$ cat config.mk
export PLATFORM = sky130hd
export DESIGN_NAME = filter_cutoff_ctrl
export DESIGN_NICKNAME = d
export VERILOG_FILES = /design/src/rtl/filter_cutoff_ctrl.sv
export SDC_FILE = /design/constraint.sdc
export NUM_CORES = 1
export LEC_CHECK = 0
export ABC_CLOCK_PERIOD_IN_PS = 14500
export CAP_MARGIN = 20
export CORE_ASPECT_RATIO = 0.75
export CORE_MARGIN = 8
export CORE_UTILIZATION = 55
export CTS_CLUSTER_SIZE = 24
export DETAILED_ROUTE_END_ITERATION = 16
export PLACE_DENSITY = 0.75
export SYNTH_ARGS = -nofsm -noshare
export SYNTH_HDL_FRONTEND = slang
export SYNTH_SLANG_ARGS = --single-unit
$ cat constraint.sdc
create_clock -name clk -period 14.5 [get_ports clk]
set_input_delay 2.175 -clock clk [delete_from_list [all_inputs] [get_ports clk]]
set_output_delay 2.175 -clock clk [all_outputs]
set_load 0.005 [all_outputs]
$ cat src/rtl/filter_cutoff_ctrl.sv
// Per-sample cut-off scheduler: base + envelope + LFO through one shared multiplier,
// slew-limited and handed to the moving-average filter as an order over valid/ready.
//
//   state   | meaning
//   --------+---------------------------------------------------------------
//   IDLE    | waiting for a sample tick (or a tick left pending)
//   MUL_ENV | multiplier forms eg_amount * envelope
//   MUL_LFO | multiplier forms modulation * lfo_depth
//   SUM     | base + env_term + lfo_term, clamped to 0..65535
//   SLEW    | step order_out toward the target order
//   PRESENT | order_valid high, waiting for order_ready
module filter_cutoff_ctrl #(
   parameter int unsigned ORDER_MIN  = 1,
   parameter int unsigned ORDER_INIT = 1
) (
   input  logic        clk,
   input  logic        reset,
   input  logic        sample_tick,
   input  logic [15:0] cutoff_base,
   input  logic [15:0] eg_amount,
   input  logic [15:0] envelope,
   input  logic [15:0] modulation,
   input  logic [15:0] lfo_depth,
   input  logic [7:0]  slew_step,
   input  logic        order_ready,
   output logic [7:0]  order_out,
   output logic        order_valid,
   output logic        busy,
   output logic [7:0]  overrun_cnt
);

   typedef enum logic [2:0] {
      IDLE    = 3'd0,
      MUL_ENV = 3'd1,
      MUL_LFO = 3'd2,
      SUM     = 3'd3,
      SLEW    = 3'd4,
      PRESENT = 3'd5
   } state_t;

   localparam logic [7:0] ORD_MIN  = 8'(ORDER_MIN);
   localparam logic [7:0] ORD_INIT = 8'(ORDER_INIT);

   state_t             state_q, state_d;
   logic [15:0]        base_q, base_d;
   logic [15:0]        eg_q, eg_d;
   logic [15:0]        env_q, env_d;
   logic [15:0]        mod_q, mod_d;
   logic [15:0]        depth_q, depth_d;
   logic [7:0]         slew_q, slew_d;
   logic [15:0]        env_term_q, env_term_d;
   logic signed [16:0] lfo_term_q, lfo_term_d;
   logic [15:0]        target_q, target_d;
   logic [7:0]         order_q, order_d;
   logic               valid_q, valid_d;
   logic               pending_q, pending_d;
   logic [7:0]         overrun_q, overrun_d;

   logic signed [16:0] mul_a, mul_b;
   logic signed [33:0] mul_p;
   logic signed [18:0] sum_w;
   logic [7:0]         tgt_ord;
   logic [7:0]         diff;
   logic [7:0]         step;
   logic               mul_unused;

   // Single multiplier: unsigned envelope product in MUL_ENV, signed LFO product otherwise.
   always_comb begin
      mul_a = 17'sd0;
      mul_b = 17'sd0;
      if (state_q == MUL_LFO) begin
         mul_a = signed'({mod_q[15], mod_q});
         mul_b = signed'({1'b0, depth_q});
      end else begin
         mul_a = signed'({1'b0, eg_q});
         mul_b = signed'({1'b0, env_q});
      end
   end

   assign mul_p      = 34'(mul_a) * 34'(mul_b);
   assign mul_unused = ^{mul_p[33], mul_p[15:0], target_q[7:0]};

   assign sum_w = signed'({3'b000, base_q}) + signed'({3'b000, env_term_q}) + 19'(lfo_term_q);

   assign tgt_ord = (target_q[15:8] < ORD_MIN) ? ORD_MIN : target_q[15:8];

   always_comb begin
      diff = 8'd0;
      step = 8'd0;
      if (tgt_ord >= order_q) begin
         diff = tgt_ord - order_q;
      end else begin
         diff = order_q - tgt_ord;
      end
      step = (diff < slew_q) ? diff : slew_q;
   end

   always_comb begin
      state_d    = state_q;
      base_d     = base_q;
      eg_d       = eg_q;
      env_d      = env_q;
      mod_d      = mod_q;
      depth_d    = depth_q;
      slew_d     = slew_q;
      env_term_d = env_term_q;
      lfo_term_d = lfo_term_q;
      target_d   = target_q;
      order_d    = order_q;
      valid_d    = valid_q;
      pending_d  = pending_q;
      overrun_d  = overrun_q;

      // A tick arriving outside IDLE (including on the handshake edge) is queued once, then counted as dropped.
      if (state_q != IDLE && sample_tick) begin
         if (!pending_q) begin
            pending_d = 1'b1;
         end else if (overrun_q != 8'hFF) begin
            overrun_d = overrun_q + 8'd1;
         end
      end

      case (state_q)
         IDLE: begin
            if (sample_tick || pending_q) begin
               base_d    = cutoff_base;
               eg_d      = eg_amount;
               env_d     = envelope;
               mod_d     = modulation;
               depth_d   = lfo_depth;
               slew_d    = slew_step;
               pending_d = 1'b0;
               state_d   = MUL_ENV;
            end
         end
         MUL_ENV: begin
            env_term_d = mul_p[31:16];
            state_d    = MUL_LFO;
         end
         MUL_LFO: begin
            lfo_term_d = mul_p[32:16];
            state_d    = SUM;
         end
         SUM: begin
            if (sum_w < 19'sd0) begin
               target_d = 16'h0000;
            end else if (sum_w > 19'sd65535) begin
               target_d = 16'hFFFF;
            end else begin
               target_d = sum_w[15:0];
            end
            state_d = SLEW;
         end
         SLEW: begin
            if (slew_q == 8'd0) begin
               order_d = tgt_ord;
            end else if (tgt_ord >= order_q) begin
               order_d = order_q + step;
            end else begin
               order_d = order_q - step;
            end
            valid_d = 1'b1;
            state_d = PRESENT;
         end
         PRESENT: begin
            if (order_ready) begin
               valid_d = 1'b0;
               state_d = IDLE;
            end
         end
         default: begin
            valid_d = 1'b0;
            state_d = IDLE;
         end
      endcase
   end

   always_ff @(posedge clk or negedge reset) begin
      if (!reset) begin
         state_q    <= IDLE;
         base_q     <= 16'h0000;
         eg_q       <= 16'h0000;
         env_q      <= 16'h0000;
         mod_q      <= 16'h0000;
         depth_q    <= 16'h0000;
         slew_q     <= 8'h00;
         env_term_q <= 16'h0000;
         lfo_term_q <= 17'sd0;
         target_q   <= 16'h0000;
         order_q    <= ORD_INIT;
         valid_q    <= 1'b0;
         pending_q  <= 1'b0;
         overrun_q  <= 8'h00;
      end else begin
         state_q    <= state_d;
         base_q     <= base_d;
         eg_q       <= eg_d;
         env_q      <= env_d;
         mod_q      <= mod_d;
         depth_q    <= depth_d;
         slew_q     <= slew_d;
         env_term_q <= env_term_d;
         lfo_term_q <= lfo_term_d;
         target_q   <= target_d;
         order_q    <= order_d;
         valid_q    <= valid_d;
         pending_q  <= pending_d;
         overrun_q  <= overrun_d;
      end
   end

   assign order_out   = order_q;
   assign order_valid = valid_q;
   assign busy        = (state_q != IDLE);
   assign overrun_cnt = overrun_q;

endmodule

# Word-level counts from Yosys, hierarchy flattened
# Index checks and enable logic that the tools add are counted.
word_totals:
  reg_bits: 158
  input_bits: 92
  out_inout_bits: 18
  elab_cells: 63
op_classes:
  add_sub_neg: 7
  mul: 1
  order_cmp: 5
  n_eq_ne: 8
  n_mux: 17
  bitwise_logic: 1
  n_reduce_logical: 10
ops:
  columns: ["op", "count"]
  rows:
  - ["2-to-1 mux 16 bit", 3]
  - ["2-to-1 mux 8 bit", 5]
  - ["multiplier 17 x 17 -> 33 bit", 1]
  - ["subtractor 8 bit", 3]
  - ["adder 18 x 17 -> 19 bit", 1]
  - ["> comparator 19 x 17 -> 1 bit, second input constant", 1]
  - ["< comparator 19 x 1 -> 1 bit, second input constant", 1]
  - ["case mux 3 bit (6 select lines)", 1]
  - ["adder 16 x 16 -> 17 bit", 1]
  - ["2-to-1 mux 17 bit", 1]
  - ["adder 8 x 1 -> 8 bit, second input constant", 1]
  - ["adder 8 bit", 1]
  - [">= comparator 8 bit", 1]
  - ["logical NOT 8 bit", 1]
  - ["< comparator 8 x 1 -> 1 bit, second input constant", 1]
  - ["< comparator 8 bit", 1]
  - ["inequality test 8 bit, second input constant", 1]
  - ["equality test 3 x 2 -> 1 bit, second input constant", 2]
  - ["equality test 3 bit, second input constant", 2]
  - ["2-to-1 mux 3 bit", 2]
  - ["AND reduction 2 bit", 3]
  - ["2-to-1 mux 1 bit", 4]
  - ["inequality test 2 bit, second input constant", 2]
  - ["OR reduction 4 bit", 1]
  - ["8 further kinds", 8]

# Depth between registers and ports, before layout
depth:
  ltp_word: 9
  ltp_mapped: 35
  mapped_depth_nobuf: 33

# Worst setup path before layout
# No wires, ideal clock.
synth_path:
  kind: "register to register"
  start: "register state_q[0]"
  end: "register env_term_q[7]"
  setup_ns: 0.129
  t_arrival_ns: 7.338
  t_required_ns: 14.371
  setup_slack_ns: 7.033
  path_stages_with_launch: 29
  n_path_buf: 5
  period_less_slack_ns: 7.467
  cell_sequence: "dfrtp_1 clkbuf_1 nor2_1 and2_1 clkbuf_1 clkbuf_1 clkbuf_1 nand2_1 nand2_1 clkbuf_1 nand2_1 fa_1 inv_1 fa_1 fa_1 fa_1 inv_1 fa_1 inv_1 fa_1 ha_1 a21o_1 or4_1 o211a_1 a31oi_1 o2111ai_1 a21oi_1 xor2_1 o21ai_1"
synth_via:
  elab_chain_len: 3
  word_cells_on_any_way: 5
  cone_classes: "mul (1); eq/ne (2); mux (2)"
synth_lines:
  columns: ["item", "line_no", "source"]
  rows:
  - ["start: declaration", "44", "state_t state_q, state_d;"]
  - ["start signal: assignment", "195", "state_q <= state_d;"]
  - ["equality test 3 x 2 -> 1 bit", "71", "if (state_q == MUL_LFO) begin"]
  - ["2-to-1 mux 17 bit / 2-to-1 mux 16 bit (equally long branches)", "71", null]
  - ["multiplier 17 x 17 -> 33 bit", "80", "assign mul_p = 34'(mul_a) * 34'(mul_b);"]
  - ["end signal: assignment", "202", "env_term_q <= env_term_d;"]
  - ["end: declaration", "51", "logic [15:0] env_term_q, env_term_d;"]
# Several ways; a longest one is shown, not always the timed one.
# A chain may end at the register's enable or synchronous reset.

# Worst setup path in the final report
layout_path:
  start: "register state_q[2]"
  end: "register env_term_q[7]"
# The elaborated chain is that of the path after synthesis.

==> impl_metrics.py <==
metrics = {
    "status": {
        "outcome": "complete, no violations",
    },
    "synth": {
        "synth-edff-count": 0,
        "synth_sequential_area_ratio_pct": 20.0,
        "post_synth_inst_count": 2007,
        "syn_avg_cell_area_um2": 9.35,
        "synthesized_nets": 2524,
        "ys.warnings.count": 0,
        "summed_instance_area_of_the_synthesized_netlist_mm2": 0.0188,
        "synth-main-ff-cell": "sky130_fd_sc_hd__dfrtp_1",
        "synth_cell_types": 72,
        "async_flop_share_pct": 100,
        "postSynthRegisterBits": 150,
    },
    "timing": {
        "setup-tns-final_ns": 0,
        "fin_crit_sh_pct": 57.2,
        "final_critical_path_setup_slack_ns": 6.20,
        "max_slew.worst_pin.slew_ns": 0.996,
        "grt_setup_unrepaired": "no",
        "hold_viol_final": 0,
        "final_max_slew_violation_count": 0,
        "finalSetupViolCount": 0,
        "clock_skew_ns": 0.0187,
        "max_clock_freq_mhz": 120,
        "min_clock_period_post_route_ns": 8.30,
        "slew_headroom_pct": 33.6,
    },
    "place": {
        "place_area_mm2": 0.0203,
        "globalplace.congestion": 0.940,
        "dpl.hpwl_um": 39400,
        "port-buffer-count": 109,
        "placement.setup.worst_slack_ns": 6.31,
    },
    "global_routing": {
        "aggregate_global_routing_overflow": 0,
        "global_route_wire_length_before_repair_um": 80300,
        "groute.usage.overall_pct": 25.0,
        "number_of_antenna_violations_at_the_first_check_in_global_routing": 0,
        "grt_pass1_vias": 14500,
        "grt_start_max_net_pins": 85,
    },
    "worst_setup_path": {
        "critical_path_arrival_ns": 8.60,
        "timing.critical_path.mode_cell": "sky130_fd_sc_hd__fa_1",
        "cell_with_the_largest_stage_delay_on_the_worst_path": "sky130_fd_sc_hd__fa_1",
        "setup_cp_type": "reg2reg",
        "worstPathMaxFanout": 40,
        "crit_required_ns": 14.81,
        "crit_chain": "nor2_1, nand2_2, buf_4, nand2_1, nand2_1, nand2_1, fa_1, inv_1, fa_1, fa_1, fa_1, inv_1, fa_1, inv_1, fa_1, ha_1, a21o_1, or4_1, o211a_1, a31oi_1, o2111ai_1, a21oi_1, xor2_1, o21ai_1",
        "start_kind": "flip-flop",
        "cp_top_family": "adder cells",
        "critical_path.max_stage_delay_ns": 0.57,
        "worst_setup_path_startpoint": "state_q[2]",
        "timing.critical_path.buf_inv": 4,
        "critical_path.reg2reg.startpoint": "state_q[2]",
        "end_kind": "flip-flop",
    },
    "layout": {
        "postLayoutCoreUtil_pct": 62.0,
        "fillCellCount": 2755,
        "stdcell_area_mm2": 0.0208,
        "post_route_cells_drive_above_1_share_pct": 7.12,
        "growth_of_design_area_from_synthesis_to_finish_pct": 11.0,
        "insertedDiodeCount": 0,
        "number_of_nets_in_the_final_layout": 2597,
    },
    "clock_network": {
        "numCtsBuffers": 17,
        "cts.repair_timing.setup_buffer_count": 0,
        "clkSinkCount": 150,
        "tritoncts": "yes",
        "clock-root-buffer": "sky130_fd_sc_hd__clkbuf_16",
        "cts.htree.levels": 4,
        "cts_repair_resize_count": 0,
        "cts_hold_buf": 0,
        "clock_insertion_delay_worst_skew_ns": 0.46,
        "cts_max_path_buffers": 2,
        "path_clk_slew_ns": 0.07,
    },
    "routing": {
        "drt_pre_antenna_iters": 5,
        "num_vias": 14200,
        "detail_route.vias_per_cell": 5.59,
        "detailedRoute.firstIterationViolations": 1205,
        "wl_um": 48200,
        "drc_errors": 0,
        "post_drt_wl_per_cell_um": 19.0,
        "ant_nets": 0,
    },
    "worst_hold_path": {
        "min_from": "lfo_term_q[2]",
        "class_of_the_tightest_hold_or_removal_check": "reg2reg",
    },
    "floorplan": {
        "chipHeight_um": 176,
        "rows": 58,
        "coreArea_mm2": 0.0336,
        "ioPinCount": 110,
        "die_w_um": 229,
        "starting_density_pct": 55.8,
        "die_area_mm2": 0.0403,
    },
    "flow_run": {
        "maxCapViolCount": 0,
    },
}
[path summary, 6_finish.rpt]
| check | endpoint | slack [ns] | depth (start not counted) |
|---|---|---|---|
| worst max-delay path | env_term_q[7] | 6.20 | 24 |
| worst min-delay path | lfo_term_q[2] | 0.49 | 2 |
| worst max register to register | env_term_q[7] | 6.20 | 24 |
| worst min register to register | lfo_term_q[2] | 0.49 | 2 |
| max in group asynchronous | eg_q[5] | 11.29 | 2 |
| min in group asynchronous | base_q[8] | 1.77 | 1 |
[layer usage]
layer	wire (um)	GRT usage, %
met2	19400	34.8
met4	646	4.77
met1	22600	37.2
met3	5490	8.69
met5	0	0
[cell families after synthesis]
family,Yosys count,synth area share [%]
mux,117,6.83
fa+ha+maj,425,39.4
simple gates,590,13.7
xor+xnor,73,3.41
buf+inv,421,8.53
flops,150,20.0
compound gates,231,8.11
[layout make-up]
cell class,instances,area [um^2],area share [%]
clock buffers,19,443,2.13
clock inverters,13,125,0.601
inverters,352,1320,6.35
multi-input cells,1436,13400,64.4
flip-flops and latches,150,3750,18.0
well taps,450,563,2.70
repair buffers,123,1200,5.75
[Yosys cell counts (3+ instances only)]
master / count / area share [%]
sky130_fd_sc_hd__a211oi_1: 3 / 0.12
sky130_fd_sc_hd__a21o_1: 25 / 1.0
sky130_fd_sc_hd__a21oi_1: 53 / 1.4
sky130_fd_sc_hd__a221oi_1: 3 / 0.14
sky130_fd_sc_hd__a311oi_1: 3 / 0.14
sky130_fd_sc_hd__a31oi_1: 8 / 0.27
sky130_fd_sc_hd__a32oi_1: 6 / 0.28
sky130_fd_sc_hd__a41oi_1: 4 / 0.19
sky130_fd_sc_hd__and2_1: 15 / 0.50
sky130_fd_sc_hd__and3_1: 14 / 0.47
sky130_fd_sc_hd__and4b_1: 3 / 0.16
sky130_fd_sc_hd__buf_1: 3 / 0.060
sky130_fd_sc_hd__clkbuf_1: 62 / 1.2
sky130_fd_sc_hd__dfrtp_1: 149 / 20
sky130_fd_sc_hd__fa_1: 277 / 30
sky130_fd_sc_hd__ha_1: 148 / 9.9
sky130_fd_sc_hd__inv_1: 352 / 7.0
sky130_fd_sc_hd__mux2_2: 82 / 4.9
sky130_fd_sc_hd__mux2i_1: 33 / 1.8
sky130_fd_sc_hd__nand2_1: 327 / 6.5
sky130_fd_sc_hd__nand2b_1: 15 / 0.50
sky130_fd_sc_hd__nand3_1: 19 / 0.51
sky130_fd_sc_hd__nand3b_1: 4 / 0.16
sky130_fd_sc_hd__nand4_1: 14 / 0.47
sky130_fd_sc_hd__nor2_1: 127 / 2.5
sky130_fd_sc_hd__nor2b_1: 5 / 0.17
sky130_fd_sc_hd__nor3_1: 13 / 0.35
sky130_fd_sc_hd__nor3b_1: 4 / 0.16
sky130_fd_sc_hd__nor4_1: 7 / 0.23
sky130_fd_sc_hd__o2111ai_1: 4 / 0.19
sky130_fd_sc_hd__o211ai_1: 12 / 0.48
sky130_fd_sc_hd__o21a_1: 6 / 0.24
sky130_fd_sc_hd__o21ai_0: 59 / 1.6
sky130_fd_sc_hd__o21ai_1: 5 / 0.13
sky130_fd_sc_hd__o21bai_1: 9 / 0.36
sky130_fd_sc_hd__o311ai_1: 3 / 0.14
sky130_fd_sc_hd__o31ai_1: 5 / 0.20
sky130_fd_sc_hd__or2_2: 4 / 0.13
sky130_fd_sc_hd__or3_1: 7 / 0.23
sky130_fd_sc_hd__or4_1: 5 / 0.20
sky130_fd_sc_hd__xnor2_1: 53 / 2.5
sky130_fd_sc_hd__xor2_1: 20 / 0.93
[layout by cell type, fill, tap and decap left out, types with 5 or more instances in the layout]
cell / n
sky130_fd_sc_hd__nand3_1: 19
sky130_fd_sc_hd__o21a_1: 6
sky130_fd_sc_hd__or3_1: 7
sky130_fd_sc_hd__ha_1: 148
sky130_fd_sc_hd__a32oi_1: 6
sky130_fd_sc_hd__mux2i_1: 33
sky130_fd_sc_hd__clkdlybuf4s50_1: 108
sky130_fd_sc_hd__nor3_1: 13
sky130_fd_sc_hd__a21o_1: 25
sky130_fd_sc_hd__o21ai_0: 59
sky130_fd_sc_hd__buf_4: 14
sky130_fd_sc_hd__nand2b_1: 15
sky130_fd_sc_hd__and2_1: 14
sky130_fd_sc_hd__nand4_1: 14
sky130_fd_sc_hd__mux2_2: 82
sky130_fd_sc_hd__o211ai_1: 12
sky130_fd_sc_hd__xor2_1: 20
sky130_fd_sc_hd__nor2b_1: 5
sky130_fd_sc_hd__o21ai_1: 5
sky130_fd_sc_hd__nor4_1: 7
sky130_fd_sc_hd__or4_1: 5
sky130_fd_sc_hd__nand2_1: 326
sky130_fd_sc_hd__clkbuf_16: 17
sky130_fd_sc_hd__a31oi_1: 8
sky130_fd_sc_hd__o21bai_1: 9
sky130_fd_sc_hd__fa_1: 277
sky130_fd_sc_hd__dfrtp_1: 149
sky130_fd_sc_hd__and3_1: 14
sky130_fd_sc_hd__inv_1: 352
sky130_fd_sc_hd__o31ai_1: 5
sky130_fd_sc_hd__nor2_1: 126
sky130_fd_sc_hd__a21oi_1: 53
sky130_fd_sc_hd__xnor2_1: 53
[worst min-delay path, delay by kind of cell (launching register included)]
family / cells / cell delay (ns)
AOI/OAI and AO/OA: 1 / 0.06
DFF: 1 / 0.35
and+or+nand+nor: 1 / 0.05
[stage by stage]
stage	cells	hold WS (ns)
after floorplan	2007	0.454
after global placement	2511	0.471
after detailed placement	2511	0.478
after CTS	2543	0.497
after global routing	2543	0.527
final	2543	0.494
[registers in the layout, summed over array words and instances, names as in the netlist]
| register | flops |
|---|---|
| env_term_q | 16 |
| depth_q | 16 |
| order_valid | 1 |
| mod_q | 16 |
| env_q | 16 |
| lfo_term_q | 17 |
| overrun_cnt | 8 |
| slew_q | 8 |
| state_q | 3 |
| eg_q | 16 |
| base_q | 16 |
| order_out | 8 |
| pending_q | 1 |
| target_q | 8 |
Power is not shown: default switching activity piles up to over one toggle a cycle in this logic, so the estimate is an artifact.
